==> config.mk <==
export PLATFORM = sky130hd
export DESIGN_NAME = s3g_tx
export DESIGN_NICKNAME = d
export VERILOG_FILES = /design/src/rtl/s3g_tx.sv
export SDC_FILE = /design/constraint.sdc
export NUM_CORES = 1
export LEC_CHECK = 0
export ABC_CLOCK_PERIOD_IN_PS = 2450
export CELL_PAD_IN_SITES_DETAIL_PLACEMENT = 1
export CELL_PAD_IN_SITES_GLOBAL_PLACEMENT = 2
export CORE_AREA = 10 10 96 98
export CTS_CLUSTER_DIAMETER = 40
export CTS_CLUSTER_SIZE = 14
export DETAILED_ROUTE_END_ITERATION = 10
export DIE_AREA = 0 0 106 108
export PLACE_DENSITY = 0.77
export REMOVE_ABC_BUFFERS = 1
export SETUP_SLACK_MARGIN = 0.02
export SLEW_MARGIN = 40
export SYNTH_ARGS = -nofsm -noshare
export SYNTH_HDL_FRONTEND = slang
export SYNTH_SLANG_ARGS = --single-unit
export TNS_END_PERCENT = 5
==> constraint.sdc <==
create_clock -name clk -period 2.45 [get_ports clk]
set_input_delay 0.245 -clock clk [delete_from_list [all_inputs] [get_ports clk]]
set_output_delay 0.245 -clock clk [all_outputs]
set_load 0.01 [all_outputs]
==> src/rtl/s3g_tx.sv <==
// S3G packet framer: sends D5, length, payload, CRC8 (Maxim) to a byte UART.
// Latency: header tx_start the cycle after an accepted start; bytes follow back-to-back with UART completion.
// Backpressure: waits on tx_busy before each byte; stalls indefinitely while pl_valid is low.
module s3g_tx #(
  parameter int MAX_LEN = 32
) (
  input  logic       clk,
  input  logic       rst,
  input  logic       start,
  input  logic [7:0] len,
  output logic       busy,
  output logic       done,
  output logic       err,
  input  logic [7:0] pl_data,
  input  logic       pl_valid,
  output logic       pl_ready,
  output logic [7:0] tx_data,
  output logic       tx_start,
  input  logic       tx_busy
);

  localparam logic [2:0] IDLE     = 3'd0;
  localparam logic [2:0] SEND_HDR = 3'd1;
  localparam logic [2:0] SEND_LEN = 3'd2;
  localparam logic [2:0] SEND_PL  = 3'd3;
  localparam logic [2:0] SEND_CRC = 3'd4;
  localparam logic [2:0] FINISH   = 3'd5;

  // ISSUE waits for the UART to go idle (which is also completion of the previous byte);
  // GUARD is the tx_start cycle, before the UART has had a chance to raise tx_busy.
  localparam logic ISSUE = 1'b0;
  localparam logic GUARD = 1'b1;

  localparam logic [7:0] SYNC_BYTE = 8'hD5;
  localparam logic [7:0] MAX_LEN_B = MAX_LEN[7:0];

  logic [2:0] state;
  logic       phase;
  logic [7:0] len_q;
  logic [7:0] cnt;
  logic [7:0] crc;

  // Maxim/iButton CRC8 step for one byte, reflected poly 0x8C, fully unrolled.
  function automatic logic [7:0] crc8(input logic [7:0] c_in, input logic [7:0] d);
    logic [7:0] c;
    c = c_in ^ d;
    for (int i = 0; i < 8; i++) begin
      c = c[0] ? ((c >> 1) ^ 8'h8C) : (c >> 1);
    end
    return c;
  endfunction

  // Payload is only pulled when the UART is free to take it this very cycle.
  always_comb begin
    pl_ready = (state == SEND_PL) && (phase == ISSUE) && !tx_busy;
  end

  // Framing FSM; all outward pulses are registered and default low.
  always_ff @(posedge clk) begin
    if (!rst) begin
      state    <= IDLE;
      phase    <= ISSUE;
      len_q    <= 8'h00;
      cnt      <= 8'h00;
      crc      <= 8'h00;
      tx_data  <= 8'h00;
      tx_start <= 1'b0;
      busy     <= 1'b0;
      done     <= 1'b0;
      err      <= 1'b0;
    end else begin
      tx_start <= 1'b0;
      done     <= 1'b0;
      err      <= 1'b0;
      case (state)
        IDLE: begin
          if (start) begin
            if (len > MAX_LEN_B) begin
              err <= 1'b1;
            end else begin
              len_q <= len;
              crc   <= 8'h00;
              cnt   <= 8'h00;
              busy  <= 1'b1;
              state <= SEND_HDR;
              // Launch the sync byte straight away when the UART is already free.
              if (!tx_busy) begin
                tx_data  <= SYNC_BYTE;
                tx_start <= 1'b1;
                phase    <= GUARD;
              end else begin
                phase <= ISSUE;
              end
            end
          end
        end
        SEND_HDR: begin
          if (phase == GUARD) begin
            phase <= ISSUE;
            state <= SEND_LEN;
          end else if (!tx_busy) begin
            tx_data  <= SYNC_BYTE;
            tx_start <= 1'b1;
            phase    <= GUARD;
          end
        end
        SEND_LEN: begin
          if (phase == GUARD) begin
            phase <= ISSUE;
            state <= (len_q == 8'h00) ? SEND_CRC : SEND_PL;
          end else if (!tx_busy) begin
            tx_data  <= len_q;
            tx_start <= 1'b1;
            phase    <= GUARD;
          end
        end
        SEND_PL: begin
          if (phase == GUARD) begin
            phase <= ISSUE;
            if (cnt == len_q) state <= SEND_CRC;
          end else if (pl_valid && pl_ready) begin
            tx_data  <= pl_data;
            tx_start <= 1'b1;
            crc      <= crc8(crc, pl_data);
            cnt      <= cnt + 8'd1;
            phase    <= GUARD;
          end
        end
        SEND_CRC: begin
          if (phase == GUARD) begin
            phase <= ISSUE;
            state <= FINISH;
          end else if (!tx_busy) begin
            tx_data  <= crc;
            tx_start <= 1'b1;
            phase    <= GUARD;
          end
        end
        FINISH: begin
          // The CRC byte is complete once the UART drops busy.
          if (!tx_busy) begin
            done  <= 1'b1;
            busy  <= 1'b0;
            state <= IDLE;
          end
        end
        default: begin
          state <= IDLE;
          phase <= ISSUE;
          busy  <= 1'b0;
        end
      endcase
    end
  end

endmodule

## Word-level counts from Yosys, hierarchy flattened

Index checks and enable logic that the tools add are counted.

- Register bits: 40
- Latch bits: 0
- RAM bits: 0
- Bits in read-only memories: 0
- Input bits: 21
- Output and inout bits: 13
- Word-level logic and storage cells: 116
- Memories kept: 0

- Add/subtract/negate cells: 1
- Multipliers: 0
- Divide/modulo/power cells: 0
- Order comparisons: 1
- Equal/unequal tests: 21
- Shift-type cells: 0
- Mux-type cells: 52
- Bitwise gates (word level): 13
- Reductions and logical operators: 18

Operator list:

| kind | count |
|---|---|
| $mux W8 | 24 |
| $pmux W8 S5 | 1 |
| $pmux W8 S2 | 2 |
| $mux W3 | 9 |
| $ne A2 B2 Y1 const B | 13 |
| $not A2 Y3 | 8 |
| $pmux W3 S6 | 1 |
| $mux W1 | 12 |
| $reduce_and A10 Y1 | 1 |
| $reduce_and A3 Y1 | 3 |
| $add A8 B1 Y8 const B | 1 |
| $eq A8 B8 Y1 | 1 |
| $gt A8 B6 Y1 const B | 1 |
| $logic_not A8 Y1 | 1 |
| $reduce_and A8 Y1 | 1 |
| $xor A8 B8 Y8 | 1 |
| $eq A3 B2 Y1 const B | 2 |
| $eq A3 B3 Y1 const B | 2 |
| $pmux W1 S3 | 2 |
| $reduce_and A5 Y1 | 1 |
| $reduce_bool A5 Y1 | 1 |
| $ne A2 B1 Y1 const B | 2 |
| $not A1 Y1 | 4 |
| $pmux W1 S4 | 1 |
| 9 further kinds | 11 |

## Longest topological paths before layout

Gate-level depths: netlist (run 1).

- Depth after elaboration: 20
- Mapped depth: 7
- Mapped depth without buffers: 5

## Worst setup path before layout (run 1)

OpenSTA, ideal clock, no wires.

- Path kind: reg2reg
- From: register state[1]
- To: register cnt[6]
- Library setup time: 0.071 ns
- Arrival time: 1.851 ns
- Required time: 2.379 ns
- Slack: 0.528 ns
- Cell stages (with the launch flop): 8
- Buffers on the path: 2
- Clock period less this slack: 1.922 ns
- Path through: dfxtp_1 buf_2 nand3b_4 nor4b_4 nor2_2 buf_2 or4_1 a21oi_1

- Longest elaborated chain between the ends: 6
- Elaborated cells on any way between the ends: 12
- Those cells by class: eq/ne: 5; mux: 1; reduce/logical: 6

RTL lines:

| item | line | text |
|---|---|---|
| from (decl) | 37 | `logic [2:0] state;` |
| from (signal assigned) | 110 | `state <= (len_q == 8'h00) ? SEND_CRC : SEND_PL;` |
| $eq A3 B2 Y1 | 55, 75 |  |
| $logic_and A1 B1 Y1 (2 in a row) | 55 | `pl_ready = (state == SEND_PL) && (phase == ISSUE) && !tx_busy;` |
| $logic_and A1 B1 Y1 | 121 | `end else if (pl_valid && pl_ready) begin` |
| $ne A2 B1 Y1 (no line) | n/a |  |
| $reduce_and A5 Y1 (no line) | n/a |  |
| to (signal assigned) | 125 | `cnt <= cnt + 8'd1;` |
| to (decl) | 40 | `logic [7:0] cnt;` |

Several ways; a longest one is shown, not always the timed one.
A chain may end at the register's enable or synchronous reset.

## Worst setup path after layout (run 1)

- From: register state[0]
- To: register tx_data[5]

- Longest elaborated chain between the ends: 6
- Elaborated cells on any way between the ends: 20
- Those cells by class: eq/ne: 13; mux: 1; reduce/logical: 6

RTL lines:

| item | line | text |
|---|---|---|
| $eq A3 B2 Y1 | 55, 75 |  |
| $logic_and A1 B1 Y1 (2 in a row) | 55 |  |
| $logic_and A1 B1 Y1 | 121 |  |
| $ne A2 B1 Y1 (no line) | n/a |  |
| $reduce_and A10 Y1 (no line) | n/a |  |
| to (signal assigned) | 112 | `tx_data <= len_q;` |
| to (signal assigned) | 122 | `tx_data <= pl_data;` |
| to (signal assigned) | 134 | `tx_data <= crc;` |
| to (decl) | 17 | `output logic [7:0] tx_data,` |

Several ways; a longest one is shown, not always the timed one.

==> summary.md, run 1 <==
| Metric | Value |
|---|---|
| CORE AREA | `0.00745 sq mm` |
| Endpoint type of the worst setup path | `register` |
| Final setup TNS | `0 ps` |
| Critical Path Source Type | `register` |
| Ant diodes | `0` |
| H-tree Lvls | `2` |
| WP data arrival | `about 2300 ps` |
| Final net count | `approximately 320` |
| Initial antenna violation count | `0` |
| Vias per Instance | `5.24` |
| Period utilisation layout | `approximately 86%` |
| Synth warnings | `0` |
| R2R setup slack | `350 ps` |
| Remaining antenna violation count after routing | `0` |
| EDFF count, synth | `0` |
| Vias in the first global route | `2128` |
| Leakage power | `1.11 nW` |
| # clock sinks | `40` |
| Worst hold path class | `reg -> reg` |
| Layout cell share with drive strength beyond 1 | `11.6%` |
| Die Wd | `106 um` |
| Worst-path clk slew | `90 ps` |
| Status | `complete, no violations` |
| Gr ovfl total | `0` |
| Slew HR | `56.4%` |
| Fmax | `475 MHz` |
| Ys async rst share | `0%` |
| Worst vdd ir | `0.000248 V` |
| Num ports | `34` |
| Number of distinct library cells after synthesis | `50` |
| Post-route core utilization | `38.8%` |
| Drt wl/cell | `16.8 um` |
| Die Height | `108 um` |
| Minimum clock period | `2100 ps` |
| Max layer used | `met4` |
| Top-area cell type share of the netlist area | `35.2%` |
| Later-pin clock latency in the skew report | `300 ps` |
| Worst Clk Skew | `14.4 ps` |
| Area growth, synth to finish | `27.0%` |
| Port Buffer Count | `33` |
| Synthesized cell area | `0.00228 sq mm` |
| Cell Rows | `32` |
| Dpl hpwl | `about 5100 um` |
| WS Path Type | `reg -> reg` |
| Syn_area_per_cell | `8.72 sq um` |
| Worst Path Max Fanout | `17` |
| Total GRT Usage | `12.0%` |
| Synthesized instance count | `261` |
| Final Slew Violations | `0` |
| Tot Pwr | `2.33 mW` |
| Cell taking the most area after synthesis | `dfxtp_1` |
| Drt drc | `0` |
| Synth area leaders | `dfxtp_1, xnor2_1, a21oi_1` |
| Seq/Total Area, Yosys | `between 30% and 40%` |
| Clk buf depth | `2` |
| CTS Root Buffer Type | `clkbuf_8` |
| Initial core utilization | `30.6%` |
| Worst slew pin tran | `between 600 and 700 ps` |
| Area of the die | `0.0114 sq mm` |
| Hold WS | `457 ps` |
| Main flop type after synthesis | `dfxtp_1` |
| Register bit total from synthesis | `40` |
| Fill cell count | `920` |
| TritonCTS clock tree | `built` |
| Final wirelength | `6810 um` |
| Met1 wire length | `3400 um` |
| Cts repair resizes | `0` |
| Number of setup buffers added after CTS | `0` |
| Unrepaired setup endpoints after global routing | `no` |
| Final Hold Vio Count | `0` |
| DR WL met2 | `3130 um` |
| DRT iter0 DRCs | `101` |
| Worst EP required | `2680 ps` |
| Vias | `2116` |
| Largest net degree at the start of global routing | `19` |
| Hold_buf cts | `0` |
| TritonCTS buffer count | `5` |
| Placer Congestion | `0.807` |
| Met3 WL | `217 um` |
| DRT Pass-1 Iters | `4` |
| Final setup vio count | `0` |
| Max cap viols | `0` |
| First-pass GRT wire length | `around 11000 um` |
| PD cells | `just over 800 mW/mm^2` |
## where the power goes
group          internal, mW  leakage, nW  switching, mW
Sequential            0.728        0.324         0.0762
Combinational         0.418        0.728          0.554
Clock                 0.302       0.0541          0.257
## flip-flops by register name, summed over array words and instances, names as in the netlist
register,flops
done,1
busy,1
crc,8
phase,1
len_q,8
state,3
tx_data,8
tx_start,1
err,1
cnt,8
## cells in the final DEF (no fill, tap or decap), drive strengths merged, types with 4 or more instances in the layout
master          n
nor4            4
dfxtp          40
xnor2          16
nand4           6
clkdlybuf4s50  33
buf            15
o21ai          19
nand2          20
a21oi          27
o31ai           6
inv             6
nor2           16
nand3           5
mux2i          11
or4             7
nor3            4
xor2           11
clkbuf          5
a2bb2oi         5
## worst max-delay path, cell delays in order, from the launching register on
cell	delay (ps)
dfxtp_1	410
or3_1	430
a21oi_2	530
buf_4	280
nor2_1	60
buf_4	150
a211oi_1	180
## cells in the mapped netlist, types with 2 or more instances
cell and number:
nor4_1 4, xnor2_1 16, mux2_2 3, a21o_1 2
o211ai_1 2, dfxtp_1 40, o31ai_1 6, nor3_1 4
mux2i_1 11, a2bb2oi_1 5, a21oi_1 26, and2_1 3
a32oi_1 2, a22oi_1 3, or4_1 6, a211oi_1 3
xnor3_1 2, o21ai_0 18, or3_1 2, nor2_1 15
a31oi_1 2, nand4_1 6, buf_2 2, nand2_1 20
a21boi_0 2, clkbuf_1 11, inv_1 6, nor2b_1 3
xor2_1 11, nand3_1 5
## final timing paths
| path | cells past startpoint | end | startpoint |
|---|---|---|---|
| max | 6 | tx_data[5] | state[0] |
| min | 2 | busy | busy |
| max reg2reg | 6 | tx_data[5] | state[0] |
| min reg2reg | 2 | busy | busy |
## area by class of cell
| class | instances | area (sq um) | share of cell area (%) |
|---|---|---|---|
| Clock buffer | 5 | 68.8 | 2.38 |
| Sequential cell | 40 | 801 | 27.7 |
| Clock inverter | 3 | 42.5 | 1.47 |
| Inverter | 6 | 22.5 | 0.779 |
| Tap cell | 102 | 128 | 4.41 |
| Timing Repair Buffer | 48 | 443 | 15.3 |
| Multi-Input combinational cell | 200 | 1390 | 47.9 |
## stage by stage
step,cells,instance area [sq um],worst slack (ps)
final,404,2890,346
after global routing,404,2890,160
after CTS,404,2890,343
after detailed placement,396,2780,96.4
after global placement,396,2780,162
after floorplan,246,2210,182
## cells by family (layout without fill, tap and decap cells)
logic type      count (synthesis)  count (layout)  share of synthesized area [%]
simple gates                   77              77                           19.4
compound gates                 79              79                           22.3
buf+inv                        21              62                           3.90
fa+ha+maj                       1               1                          0.550
mux                            14              14                           6.32
flops                          40              40                           35.2
xor+xnor                       29              29                           12.4
## routing by layer
| metal | GRT usage (%) | up-vias |
|---|---|---|
| met5 | 0 | - |
| met4 | 3.48 | 0 |
| met3 | 2.68 | 7 |
| met2 | 18.2 | 30 |
| met1 | 16.5 | 1044 |
| li1 | - | 1035 |
Note: power is estimated with default switching activity, not from simulation.
==> run 2, diff against run 1 <==
--- a/config.mk
+++ b/config.mk
@@ -6,6 +6,7 @@
 export NUM_CORES = 1
 export LEC_CHECK = 0
 export ABC_CLOCK_PERIOD_IN_PS = 2450
+export CAP_MARGIN = 30
 export CELL_PAD_IN_SITES_DETAIL_PLACEMENT = 1
 export CELL_PAD_IN_SITES_GLOBAL_PLACEMENT = 2
 export CORE_AREA = 10 10 96 98
==> results of run 2 <==
No change in the layout: final DEF, timing and power equal those of run 1.
==> run 3, diff against run 2 <==
--- a/config.mk
+++ b/config.mk
@@ -14,7 +14,7 @@
 export CTS_CLUSTER_SIZE = 14
 export DETAILED_ROUTE_END_ITERATION = 10
 export DIE_AREA = 0 0 106 108
-export PLACE_DENSITY = 0.77
+export PLACE_DENSITY = 0.76
 export REMOVE_ABC_BUFFERS = 1
 export SETUP_SLACK_MARGIN = 0.02
 export SLEW_MARGIN = 40
==> summary.md, run 3 (synthesized netlist as in run 1, its figures left out) <==
| Metric | Value |
|---|---|
| Layout cell share with drive strength beyond 1 | `between 10% and 20%` |
| Cell family with most CP delay | `compound AO/OA/AOI/OAI gates` |
| Clk buf depth | `2` |
| Final setup TNS | `0 ps` |
| Slew HR | `between 50% and 60%` |
| Fmax | `483 MHz` |
| Worst Path Max Fanout | `13` |
| Total GRT Usage | `12.3%` |
| Critical Path Source Type | `register` |
| Largest net degree at the start of global routing | `18` |
| TritonCTS buffer count | `5` |
| Dpl hpwl | `5160 um` |
| Max cap viols | `0` |
| WP data arrival | `2290 ps` |
| Fill cell count | `901` |
| Placer Congestion | `0.794` |
| Ant diodes | `0` |
| # clock sinks | `40` |
| Minimum clock period | `2070 ps` |
| TritonCTS clock tree | `built` |
| WP buf/inv | `2` |
| Period utilisation layout | `84.6%` |
| Remaining antenna violation count after routing | `0` |
| DRT Pass-1 Iters | `4` |
| Most common cell after layout, fill and taps aside | `dfxtp_1` |
| Final wirelength | `6860 um` |
| Hold_buf cts | `0` |
| Area growth, synth to finish | `27.0%` |
| Port Buffer Count | `33` |
| Vias | `2081` |
| Worst-path clk slew | `90 ps` |
| Unrepaired setup endpoints after global routing | `no` |
| Later-pin clock latency in the skew report | `~300 ps` |
| CP dominant cell by count | `buf_4` |
| Vias in the first global route | `2120` |
| Worst hold path class | `reg -> reg` |
| Worst EP required | `between 2000 and 3000 ps` |
| Endpoint type of the worst setup path | `register` |
| Register Area | `801 sq um` |
| CORE AREA | `0.00745 sq mm` |
| Crit path cell chain | `or3_1 -> a21oi_2 -> buf_4 -> nor2_1 -> buf_4 -> a211oi_1` |
| WS Path Type | `reg -> reg` |
| Area of the die | `0.0114 sq mm` |
| Highest-count cells in the layout ignoring fill and taps | `dfxtp_1, clkdlybuf4s50_1, a21oi_1` |
| First-pass GRT wire length | `11500 um` |
| Worst vdd ir | `0.000225 V` |
| Vias per Instance | `5.15` |
| Cell Rows | `32` |
| Max incr delay on CP | `about 470 ps` |
| DRT iter0 DRCs | `80` |
| Gr ovfl total | `0` |
| Initial antenna violation count | `0` |
| CP max stage cell | `or3_1` |
| Die Height | `around 110 um` |
| Final Slew Violations | `0` |
| PD cells | `809 mW/mm^2` |
| Status | `complete, no violations` |
| H-tree Lvls | `2` |
| Drt wl/cell | `17.0 um` |
| Initial core utilization | `between 30% and 40%` |
| Final Hold Vio Count | `0` |
| Final setup vio count | `0` |
| Leakage power | `between 1 and 1.5 nW` |
| Cts repair resizes | `0` |
| Number of setup buffers added after CTS | `0` |
| Drt drc | `0` |
| Num ports | `34` |
| Final net count | `323` |
| Worst slew pin tran | `between 600 and 700 ps` |
| CTS Root Buffer Type | `clkbuf_8` |
| Hold WS | `between 400 and 500 ps` |
| Worst Clk Skew | `7.07 ps` |
| Multi-input combinational cell area | `0.00139 sq mm` |
| Die Wd | `106 um` |
-- run 3: cell counts in the layout (fill, tap and decap cells not counted) --
No cell type changed its count.
-- run 3: metrics by stage --
step | cell area (sq um) | power, mW | utilization (%) | worst slack [ps] | cells
floorplan | 2210 | 1.37 | - | 182 | 246
global placement | 2780 | 1.79 | 37.3 | 195 | 396
detailed placement | 2780 | 1.80 | 37.3 | 145 | 396
CTS | 2890 | 2.36 | 38.8 | 387 | 404
global route | 2890 | 2.50 | 38.8 | 215 | 404
finish | 2890 | 2.34 | 38.8 | 378 | 404
-- run 3: worst min-delay path: cells and delay by family, from the launching register on --
family / cells / cell delay (ps)
and+or+nand+nor: 1 / 50
DFF: 1 / 320
AOI/OAI and AO/OA: 1 / 60
-- run 3: where the power goes --
group / switching, mW / total [mW] / internal [mW]
clock: 0.254 / 0.555 / 0.302
combinational: 0.547 / 0.972 / 0.425
sequential: 0.0833 / 0.811 / 0.728
total: 0.884 / 2.34 / 1.45
-- run 3: routing by layer --
layer | up-vias | global-route usage (%) | routed length [um]
met3 | 2 | 2.86 | 206
met5 | - | 0 | 0
met2 | 19 | 20.4 | 3340
li1 | 1039 | - | -
met1 | 1021 | 15.8 | 3280
met4 | 0 | 2.90 | 29
-- run 3: area by class of cell --
cell class,count,area share [%]
clock buffers,5,2.38
clock inverters,3,1.47
inverters,6,0.779
multi-input cells,200,47.9
flip-flops and latches,40,27.7
well taps,102,4.41
repair buffers,48,15.3
-- run 3: path summary, 6_finish.rpt --
| kind | start | end | slack (ps) | cells after the start |
|---|---|---|---|---|
| setup / recovery | state[1] | tx_data[1] | 380 | 6 |
| hold / removal | tx_data[4] | tx_data[4] | 460 | 2 |
| setup reg to reg | state[1] | tx_data[1] | 380 | 6 |
| hold reg to reg | tx_data[4] | tx_data[4] | 460 | 2 |
